### src/rtl/load_align_wb_pkg.sv
// Shared load-return definitions: load select encodings
// and the byte-merge helper used by the lane aligner.
package load_align_wb_pkg;

  localparam logic [2:0] LD_SEL_LB   = 3'd0;
  localparam logic [2:0] LD_SEL_LH   = 3'd1;
  localparam logic [2:0] LD_SEL_LWL  = 3'd2;
  localparam logic [2:0] LD_SEL_LW   = 3'd3;
  localparam logic [2:0] LD_SEL_LBU  = 3'd4;
  localparam logic [2:0] LD_SEL_LHU  = 3'd5;
  localparam logic [2:0] LD_SEL_LWR  = 3'd6;
  localparam logic [2:0] LD_SEL_RSVD = 3'd7;

  function automatic logic [31:0] merge_bytes(
    input logic [31:0] al,
    input logic [31:0] old,
    input logic [3:0]  en
  );
    logic [31:0] r;
    for (int i = 0; i < 4; i++)
      r[8*i +: 8] = en[i] ? al[8*i +: 8] : old[8*i +: 8];
    return r;
  endfunction

endpackage

### src/rtl/load_align_wb_lane_align.sv
// Combinational big-endian lane aligner: extracts, extends
// and merges the returned word and yields GPR byte enables.
module load_lane_align
  import load_align_wb_pkg::*;
(
  input  logic [31:0] rdata,
  input  logic [1:0]  addr,
  input  logic [2:0]  sel,
  input  logic [31:0] rt_old,
  output logic [31:0] data,
  output logic [3:0]  byte_en
);

  logic [31:0] lwl_al;
  logic [31:0] lwr_al;
  logic [3:0]  lwl_en;
  logic [3:0]  lwr_en;
  logic [7:0]  byte_v;
  logic [15:0] half_v;

  // Shifted views; offset 0 is the most significant lane
  always_comb begin
    lwl_al = rdata << {addr, 3'b000};
    lwr_al = rdata >> {~addr, 3'b000};
    lwl_en = 4'b1111 << addr;
    lwr_en = 4'b1111 >> ~addr;
    byte_v = lwr_al[7:0];
    half_v = addr[1] ? rdata[15:0] : rdata[31:16];
  end

  // Per-select extension and merge
  always_comb begin
    data    = rt_old;
    byte_en = 4'b0000;
    unique case (sel)
      LD_SEL_LB: begin
        data    = {{24{byte_v[7]}}, byte_v};
        byte_en = 4'b1111;
      end
      LD_SEL_LBU: begin
        data    = {24'd0, byte_v};
        byte_en = 4'b1111;
      end
      LD_SEL_LH: begin
        data    = {{16{half_v[15]}}, half_v};
        byte_en = 4'b1111;
      end
      LD_SEL_LHU: begin
        data    = {16'd0, half_v};
        byte_en = 4'b1111;
      end
      LD_SEL_LW: begin
        data    = rdata;
        byte_en = 4'b1111;
      end
      LD_SEL_LWL: begin
        data    = merge_bytes(lwl_al, rt_old, lwl_en);
        byte_en = lwl_en;
      end
      LD_SEL_LWR: begin
        data    = merge_bytes(lwr_al, rt_old, lwr_en);
        byte_en = lwr_en;
      end
      default: begin
        data    = rt_old;
        byte_en = 4'b0000;
      end
    endcase
  end

endmodule

### src/rtl/load_align_wb.sv
// MEM->WB load-return stage: captures a load, waits for memory,
// registers the aligned result and hands it to WB.
module load_align_wb
  import load_align_wb_pkg::*;
#(
  parameter int TIMEOUT = 255,
  parameter int REG_AW  = 5
) (
  input  logic              clk,
  input  logic              rst,
  input  logic              flush,
  input  logic              req_valid,
  output logic              req_ready,
  input  logic [1:0]        req_addr,
  input  logic [2:0]        req_load_sel,
  input  logic [31:0]       req_rt_old,
  input  logic [REG_AW-1:0] req_dest,
  input  logic              mem_rvalid,
  input  logic [31:0]       mem_rdata,
  output logic              wb_valid,
  input  logic              wb_ready,
  output logic [31:0]       wb_data,
  output logic [3:0]        wb_byte_en,
  output logic [REG_AW-1:0] wb_dest,
  output logic              load_err
);

  typedef enum logic [1:0] {
    S_IDLE  = 2'd0,
    S_WAIT  = 2'd1,
    S_HOLD  = 2'd2,
    S_DRAIN = 2'd3
  } state_t;

  localparam bit         TO_EN   = (TIMEOUT != 0);
  localparam logic [7:0] TO_LAST = 8'(TIMEOUT - 1);

  state_t            state_q, state_d;
  logic [7:0]        cnt_q, cnt_d;
  logic [1:0]        addr_q, addr_d;
  logic [2:0]        sel_q, sel_d;
  logic [31:0]       rt_q, rt_d;
  logic [REG_AW-1:0] dest_q, dest_d;
  logic [31:0]       data_q, data_d;
  logic [3:0]        en_q, en_d;
  logic [31:0]       al_data;
  logic [3:0]        al_en;
  logic              capture;

  load_lane_align u_align (
    .rdata   (mem_rdata),
    .addr    (addr_q),
    .sel     (sel_q),
    .rt_old  (rt_q),
    .data    (al_data),
    .byte_en (al_en)
  );

  // Next-state, capture and handshake decode
  always_comb begin
    state_d   = state_q;
    cnt_d     = cnt_q;
    data_d    = data_q;
    en_d      = en_q;
    req_ready = 1'b0;
    load_err  = 1'b0;
    capture   = 1'b0;
    unique case (state_q)
      S_IDLE: begin
        req_ready = !flush;
        if (req_valid && !flush) begin
          capture = 1'b1;
          state_d = S_WAIT;
        end
      end
      S_WAIT: begin
        cnt_d = cnt_q + 8'd1;
        if (flush) begin
          state_d = mem_rvalid ? S_IDLE : S_DRAIN;
        end else if (mem_rvalid) begin
          data_d  = al_data;
          en_d    = al_en;
          state_d = S_HOLD;
        end else if (TO_EN && cnt_q == TO_LAST) begin
          load_err = 1'b1;
          state_d  = S_DRAIN;
        end
      end
      S_HOLD: begin
        req_ready = wb_ready && !flush;
        if (flush) begin
          state_d = S_IDLE;
        end else if (wb_ready) begin
          if (req_valid) begin
            capture = 1'b1;
            state_d = S_WAIT;
          end else begin
            state_d = S_IDLE;
          end
        end
      end
      S_DRAIN: begin
        if (!flush && mem_rvalid)
          state_d = S_IDLE;
      end
      default: state_d = S_IDLE;
    endcase
    if (capture)
      cnt_d = 8'd0;
  end

  // Request capture registers next values
  always_comb begin
    addr_d = capture ? req_addr     : addr_q;
    sel_d  = capture ? req_load_sel : sel_q;
    rt_d   = capture ? req_rt_old   : rt_q;
    dest_d = capture ? req_dest     : dest_q;
  end

  // State, counter, capture and result registers
  always_ff @(posedge clk) begin
    if (rst) begin
      state_q <= S_IDLE;
      cnt_q   <= '0;
      addr_q  <= '0;
      sel_q   <= '0;
      rt_q    <= '0;
      dest_q  <= '0;
      data_q  <= '0;
      en_q    <= '0;
    end else begin
      state_q <= state_d;
      cnt_q   <= cnt_d;
      addr_q  <= addr_d;
      sel_q   <= sel_d;
      rt_q    <= rt_d;
      dest_q  <= dest_d;
      data_q  <= data_d;
      en_q    <= en_d;
    end
  end

  // Writeback presentation
  always_comb begin
    wb_valid   = (state_q == S_HOLD);
    wb_data    = data_q;
    wb_byte_en = en_q;
    wb_dest    = dest_q;
  end

endmodule

### config.mk
export PLATFORM = sky130hd
export DESIGN_NAME = load_align_wb
export DESIGN_NICKNAME = d
export VERILOG_FILES = /design/src/rtl/load_align_wb_pkg.sv /design/src/rtl/load_align_wb_lane_align.sv /design/src/rtl/load_align_wb.sv
export SDC_FILE = /design/constraint.sdc
export NUM_CORES = 1
export LEC_CHECK = 0
export CAP_MARGIN = 20
export CORE_UTILIZATION = 30
export CTS_CLUSTER_DIAMETER = 120
export DETAILED_ROUTE_END_ITERATION = 10
export PLACE_DENSITY = 0.65
export SLEW_MARGIN = 5
export SYNTH_ARGS = -nofsm -noshare
export SYNTH_HDL_FRONTEND = slang
export SYNTH_SLANG_ARGS = --single-unit
### constraint.sdc
create_clock -name clk -period 1.6 [get_ports clk]
set_input_delay 0.24 -clock clk [delete_from_list [all_inputs] [get_ports clk]]
set_output_delay 0.24 -clock clk [all_outputs]
set_load 0.02 [all_outputs]
==> out/qor.txt, run 1 <==
Startpoint Class: flop
Cells after Synth: 674
Highest routed layer: met4
Layout cells sized above 1: 0.314
Area leader, netlist: dfxtp_1
YS warnings: 0
Minimum clock period: 1720 ps
# setup viols final: 26
Yosys cell types: 62
Clock sink count: 88
Post-synth EDFFs: 0
Failing checks: negative setup slack
Seq cells post-synth: 88
Post-Route WL: 21800 um
Die width: 135 um
Fmax: 0.582 GHz
Placer Congestion: 0.956
Worst-Skew Late Latency: 360 ps
CTS max path bufs: 2
Register area share after synthesis: 0.333
Async SR Flop Fraction: 0
Clock transition at path regs: 70 ps
Setup Crit Path Kind: reg -> reg
Actual slew at the worst max-slew pin: 393 ps
Die Y: 135 um
Metal2 WL: 10400 um
Netlist Area Pre-Place: 0.00530 mm2
Fin crit share: 1.07
Worst Path Required: 1880 ps
Routed wl met3: 1470 um
Final Net Count: 991
Avg WL per Cell: 19.1 um
Drt pass-1 iters: 6
RSZ-0062 raised after global routing: yes
Max Clock Skew: 8.65 ps
Drt first-iter violations: 462
H-tree depth: 3
Max Slew Vio Count: 0
Routed vias/inst: 5.41
Crit-path max FO: 7
Total core area: 0.0173 mm2
Clk Tree Root Cell: clkbuf_16
Met1 wire length: 9380 um
Status: finished, violations left
Crit path buffers/inverters: 3
CTS tree: done
Worst IR drop on VDD: 0.000530 V
Port Buf Inserts: 123
Starting Density: 0.306
Vias in the first global route: 5825
Rel. slew slack: 0.738
Cts bufs inserted: 9
Initial antenna violation count: 0
Share of the synthesized area in the top cell type: 0.333
# rows: 48
First-pass GRT wire length: 32600 um
Total track usage: 0.238
Dpl ws: -526 ps
Via count: 6167
Leak: 3.35 nW
DP Wirelength: 16200 um
Grt ovf: 0
Post-synth top flop: dfxtp_1
N_diodes: 0
Die area: 0.0182 mm2
Worst Hold Class: in -> reg
Syn_nets: 756
Crit path DAT: 1990 ps
Ports: 124
Post-Syn Area per Cell: 7.86 um2
Final worst slack: -117 ps
WHS: 235 ps
Final ANT Viol Nets: 0
CP Capture Type: flop
Cell Pwr Density: 728 mW/mm2
Final hold vios: 0
Critical path's slowest cell: dfxtp_4
Cell family with most CP delay: simple AND/OR/NAND/NOR gates
CP Cell Sequence: buf_12, buf_8, nor3b_4, buf_6, a22oi_1, nor2_1, a2111oi_4, nor3_1
Top cells by area, synth: dfxtp_1 33%, nand2_1 10%, a21oi_1 6.8%, mux2i_1 4.2%, a211oi_1 3.8%
Area grow syn2layout: 63.4%
Max-cap violations: 0
Slowest stage delay, CP: 370 ps
Remaining DRCs: 0
Largest net degree at the start of global routing: 42
[Yosys cell counts, types with 3 or more instances]
cell type and number:
nand2_1 142, dfxtp_1 88, a21oi_1 72, nor2_1 43
o21ai_0 34, a211oi_1 27, buf_2 24, mux2i_1 22
clkbuf_1 17, mux2_2 17, o22ai_1 13, a22o_1 11
a221oi_1 10, o221ai_1 10, a221o_1 9, nand3_1 9
o21ai_1 8, a22oi_1 7, buf_6 7, inv_1 7
and3_1 6, nand2b_1 6, nor2b_1 6, a31oi_1 5
xor2_1 5, nand4_1 4, nor3_1 4, nor3b_2 4
o211ai_1 4, o21a_1 4, buf_4 3, nor2_2 3
xnor2_1 3
[power breakdown]
group,internal [mW],switching [mW]
clock network,1.44,1.00
logic,0.776,0.747
registers,2.26,0.0792
[cells in the final DEF, fill, tap and decap left out, types with 4 or more instances in the layout]
cell type and n:
o22ai_1 13, o21ai_1 8, nor2b_1 6, nor2_2 4
o21ai_2 9, dfxtp_1 80, a221o_1 9, a21oi_2 7
a211oi_2 12, a22o_1 11, o211ai_1 4, o21ai_0 25
buf_4 124, a31oi_1 5, nand4_1 4, o221ai_1 6
mux2_2 11, clkdlybuf4s50_1 100, buf_12 10, a22oi_1 7
xor2_1 5, a211oi_1 16, nor2_1 41, clkbuf_16 10
nand2_1 139, a221oi_2 12, nand2b_1 6, mux2i_1 17
a21oi_1 65, nand3_1 6, o221ai_2 4, dfxtp_4 5
buf_6 18, dlygate4sd2_1 17, and3_1 5, mux2_4 8
inv_1 6
[path summary, 6_finish.rpt]
path	start	end	slack (ps)	depth (start not counted)
worst min register to register	wb_data[15]	wb_data[15]	440	2
worst min-delay path	rst	wb_data[22]	230	2
worst max register to register	sel_q[2]	wb_data[31]	-120	8
worst max-delay path	sel_q[2]	wb_data[31]	-120	8
[cell type report]
| class | count | area (um2) |
|---|---|---|
| clock buffers | 10 | 239 |
| clock inverters | 6 | 100 |
| fillers | 1683 | 8640 |
| inverters | 8 | 30.0 |
| multi-input cells | 525 | 3640 |
| flip-flops and latches | 88 | 1780 |
| well taps | 225 | 282 |
| repair buffers | 277 | 2580 |
[logic make-up (layout without fill, tap and decap cells)]
| logic type | Yosys count | in the layout | share of synthesized area |
|---|---|---|---|
| compound gates | 230 | 230 | 0.290 |
| xor+xnor | 8 | 8 | 0.0132 |
| fa+ha+maj | 2 | 2 | 0.00472 |
| buf+inv | 61 | 301 | 0.0609 |
| flops | 88 | 88 | 0.333 |
| mux | 42 | 42 | 0.0876 |
| simple gates | 243 | 243 | 0.211 |
[registers in the layout (all words and copies together), names as in the netlist]
name and count:
addr_q 2, cnt_q 8, rt_q 32, sel_q 3, state_q 2, wb_byte_en 4
wb_data 32, wb_dest 5
[stage by stage]
step | power, mW | cells | TNS (ps) | util | area, um2
finish | 6.30 | 1139 | -1860 | 0.500 | 8660
global route | 6.54 | 1139 | -3780 | 0.500 | 8660
CTS | 6.24 | 1126 | -1710 | 0.481 | 8320
detailed placement | 3.70 | 1101 | -23470 | 0.442 | 7650
global placement | 3.70 | 1101 | -22410 | 0.442 | 7650
floorplan | 2.98 | 674 | -35.2 | - | 5330
[repair_timing]
| action | in CTS | in global routing |
|---|---|---|
| hold buffers | 0 | 0 |
| pin swaps | 16 | 30 |
| gates resized for setup | 102 | 53 |
| setup endpoints to repair | 52 | 38 |
| buffers inserted | 9 | 12 |
| cloned | 0 | 1 |
| hold endpoints to repair | 0 | 0 |
[layer usage]
layer / GRT usage / up-vias
met5: 0 / -
met4: 0.0755 / 0
met3: 0.0529 / 38
met2: 0.395 / 235
met1: 0.304 / 2954
li1: - / 2940
Power figures use the tool's default switching activity.
==> run 2, diff against run 1 <==
--- a/config.mk
+++ b/config.mk
@@ -9,7 +9,7 @@
 export CORE_UTILIZATION = 30
 export CTS_CLUSTER_DIAMETER = 120
 export DETAILED_ROUTE_END_ITERATION = 10
-export PLACE_DENSITY = 0.65
+export PLACE_DENSITY = 0.63
 export SLEW_MARGIN = 5
 export SYNTH_ARGS = -nofsm -noshare
 export SYNTH_HDL_FRONTEND = slang
==> constraint.sdc (replaced) <==
create_clock -name clk -period 1.7 [get_ports clk]
set_input_delay 0.255 -clock clk [delete_from_list [all_inputs] [get_ports clk]]
set_output_delay 0.255 -clock clk [all_outputs]
set_load 0.02 [all_outputs]
==> run 2 against run 1 <==
Compared with the run above: the flow still finishes with violations (negative setup slack); non-clock buffer count increased by 1; clock power decreased by 20%; utilization decreased by 0.12 points; hold slack improved by 96 ps; count of clock-buffer cells in the layout decreased by 1; sequential power decreased by 6%; die area unchanged; global-route usage increased by 0.057 points; sequential cell count unchanged; cell area decreased by 0.25%; critical path type unchanged; critical endpoint is now wb_data[30].
==> out/qor.txt, run 2 (synthesis gave the netlist of run 1 again) <==
Status: finished, violations left
Failing checks: negative setup slack
Commonest non-fill, non-tap cell in the layout: nand2_1
Ports: 124
Crit path DAT: 2090 ps
Worst IR drop on VDD: 0.000471 V
Leak: 3.29 nW
Crit-path max FO: 10
Post-CTS Hold Fix Bufs: 0
Initial antenna violation count: 0
Dpl ws: -371 ps
Total core area: 0.0173 mm2
Rel. slew slack: 0.606
Worst Path Required: 2010 ps
Final worst slack: -74.6 ps
Actual slew at the worst max-slew pin: 589 ps
Worst Hold Launch: mem_rvalid
Setup Crit Path Kind: reg -> reg
Die Y: 135 um
Max Clock Skew: 10.5 ps
Cell Pwr Density: 648 mW/mm2
Starting Density: 0.306
First-pass GRT wire length: 32600 um
CTS tree: done
Total track usage: 0.238
Clk Tree Root Cell: clkbuf_16
Die width: 135 um
Setup crit start: sel_q[2]
Final Net Count: 992
Max-cap violations: 0
N_diodes: 0
Grt ovf: 0
Via count: 6230
Power Total: 5.59 mW
Port Buf Inserts: 123
H-tree depth: 3
DP Wirelength: 16400 um
Final ANT Viol Nets: 0
Minimum clock period: 1770 ps
Vias in the first global route: 5818
# fillers: 1664
Layout cells sized above 1: 0.305
Avg WL per Cell: 19.1 um
Placer Congestion: 0.946
Routed vias/inst: 5.46
Post-Route WL: 21800 um
RSZ-0062 raised after global routing: yes
Reg-to-reg critical path startpoint: sel_q[2]
Startpoint Class: flop
Drt pass-1 iters: 6
# rows: 48
Remaining DRCs: 0
# setup viols final: 11
CTS max path bufs: 2
Cts bufs inserted: 9
Drt first-iter violations: 546
Clock transition at path regs: 70 ps
Final hold vios: 0
Worst Hold Class: in -> reg
Most frequent cells in the layout: 141 x nand2_1, 129 x buf_4, 114 x clkdlybuf4s50_1
Worst-Skew Late Latency: 360 ps
CP Capture Type: flop
Area grow syn2layout: 63.0%
Clock sink count: 88
Fin crit share: 1.04
Fmax: 0.564 GHz
Largest net degree at the start of global routing: 43
Max Slew Vio Count: 0
Die area: 0.0182 mm2
-- run 2: cell count changes in the layout (fill, tap and decap cells not counted), sizes merged, moves of 3 or more --
cell,before,now
clkbuf,12,9
dlymetal6s2s,2,5
dlygate4sd2,17,1
clkdlybuf4s50,100,114
-- run 2: stage by stage --
| stage | TNS, ps | std cells | utilization | hold slack [ps] | instance area (um2) |
|---|---|---|---|---|---|
| CTS | -462 | 1130 | 0.480 | 427 | 8300 |
| global route | -1370 | 1140 | 0.499 | 365 | 8630 |
| global placement | -15560 | 1107 | 0.444 | 439 | 7670 |
| floorplan | 0 | 674 | - | 375 | 5300 |
| finish | -476 | 1140 | 0.499 | 331 | 8630 |
| detailed placement | -18360 | 1107 | 0.444 | 440 | 7670 |
-- run 2: cell type report --
cell class                 count  area [um2]  share of cell area
multi-input combinational    525        3650               0.423
timing repair buffer         278        2610               0.302
sequential                    88        1780               0.206
tap                          225         282              0.0326
clock buffer                   9         225              0.0261
clock inverter                 7        55.1             0.00638
inverter                       8        33.8             0.00391
-- run 2: final timing paths --
kind,endpoint,slack (ps),depth (start not counted)
setup reg to reg,wb_data[30],-70,7
hold reg to reg,wb_data[15],440,2
hold / removal,state_q[1],330,3
setup / recovery,wb_data[30],-70,7
-- run 2: routing by layer --
metal	up-vias	share of wire	track usage
li1	2953	-	-
met1	2951	0.43	0.313
met4	0	0.031	0.111
met2	276	0.47	0.375
met5	-	0	0
met3	50	0.074	0.0473
-- run 2: report_power, final --
part           internal, mW  switching, mW  total [mW]
combinational         0.742          0.712        1.45
clock                  1.01          0.935        1.94
sequential             2.13         0.0716        2.20
total                  3.87           1.72        5.59
-- run 2: worst max-delay path, cell delays in order, from the launching register on --
cell and delay (ps):
dfxtp_4 370, buf_6 150, or4b_4 580, buf_4 170
o22ai_2 120, a221o_1 140, o221ai_1 120, nand2_1 70
-- run 2: timing repair --
action,4_1_cts,5_1_grt
endpoints found under the setup margin,34,39
cloned,2,0
gates resized for setup,63,80
pin swaps,17,35
setup buffers,5,14
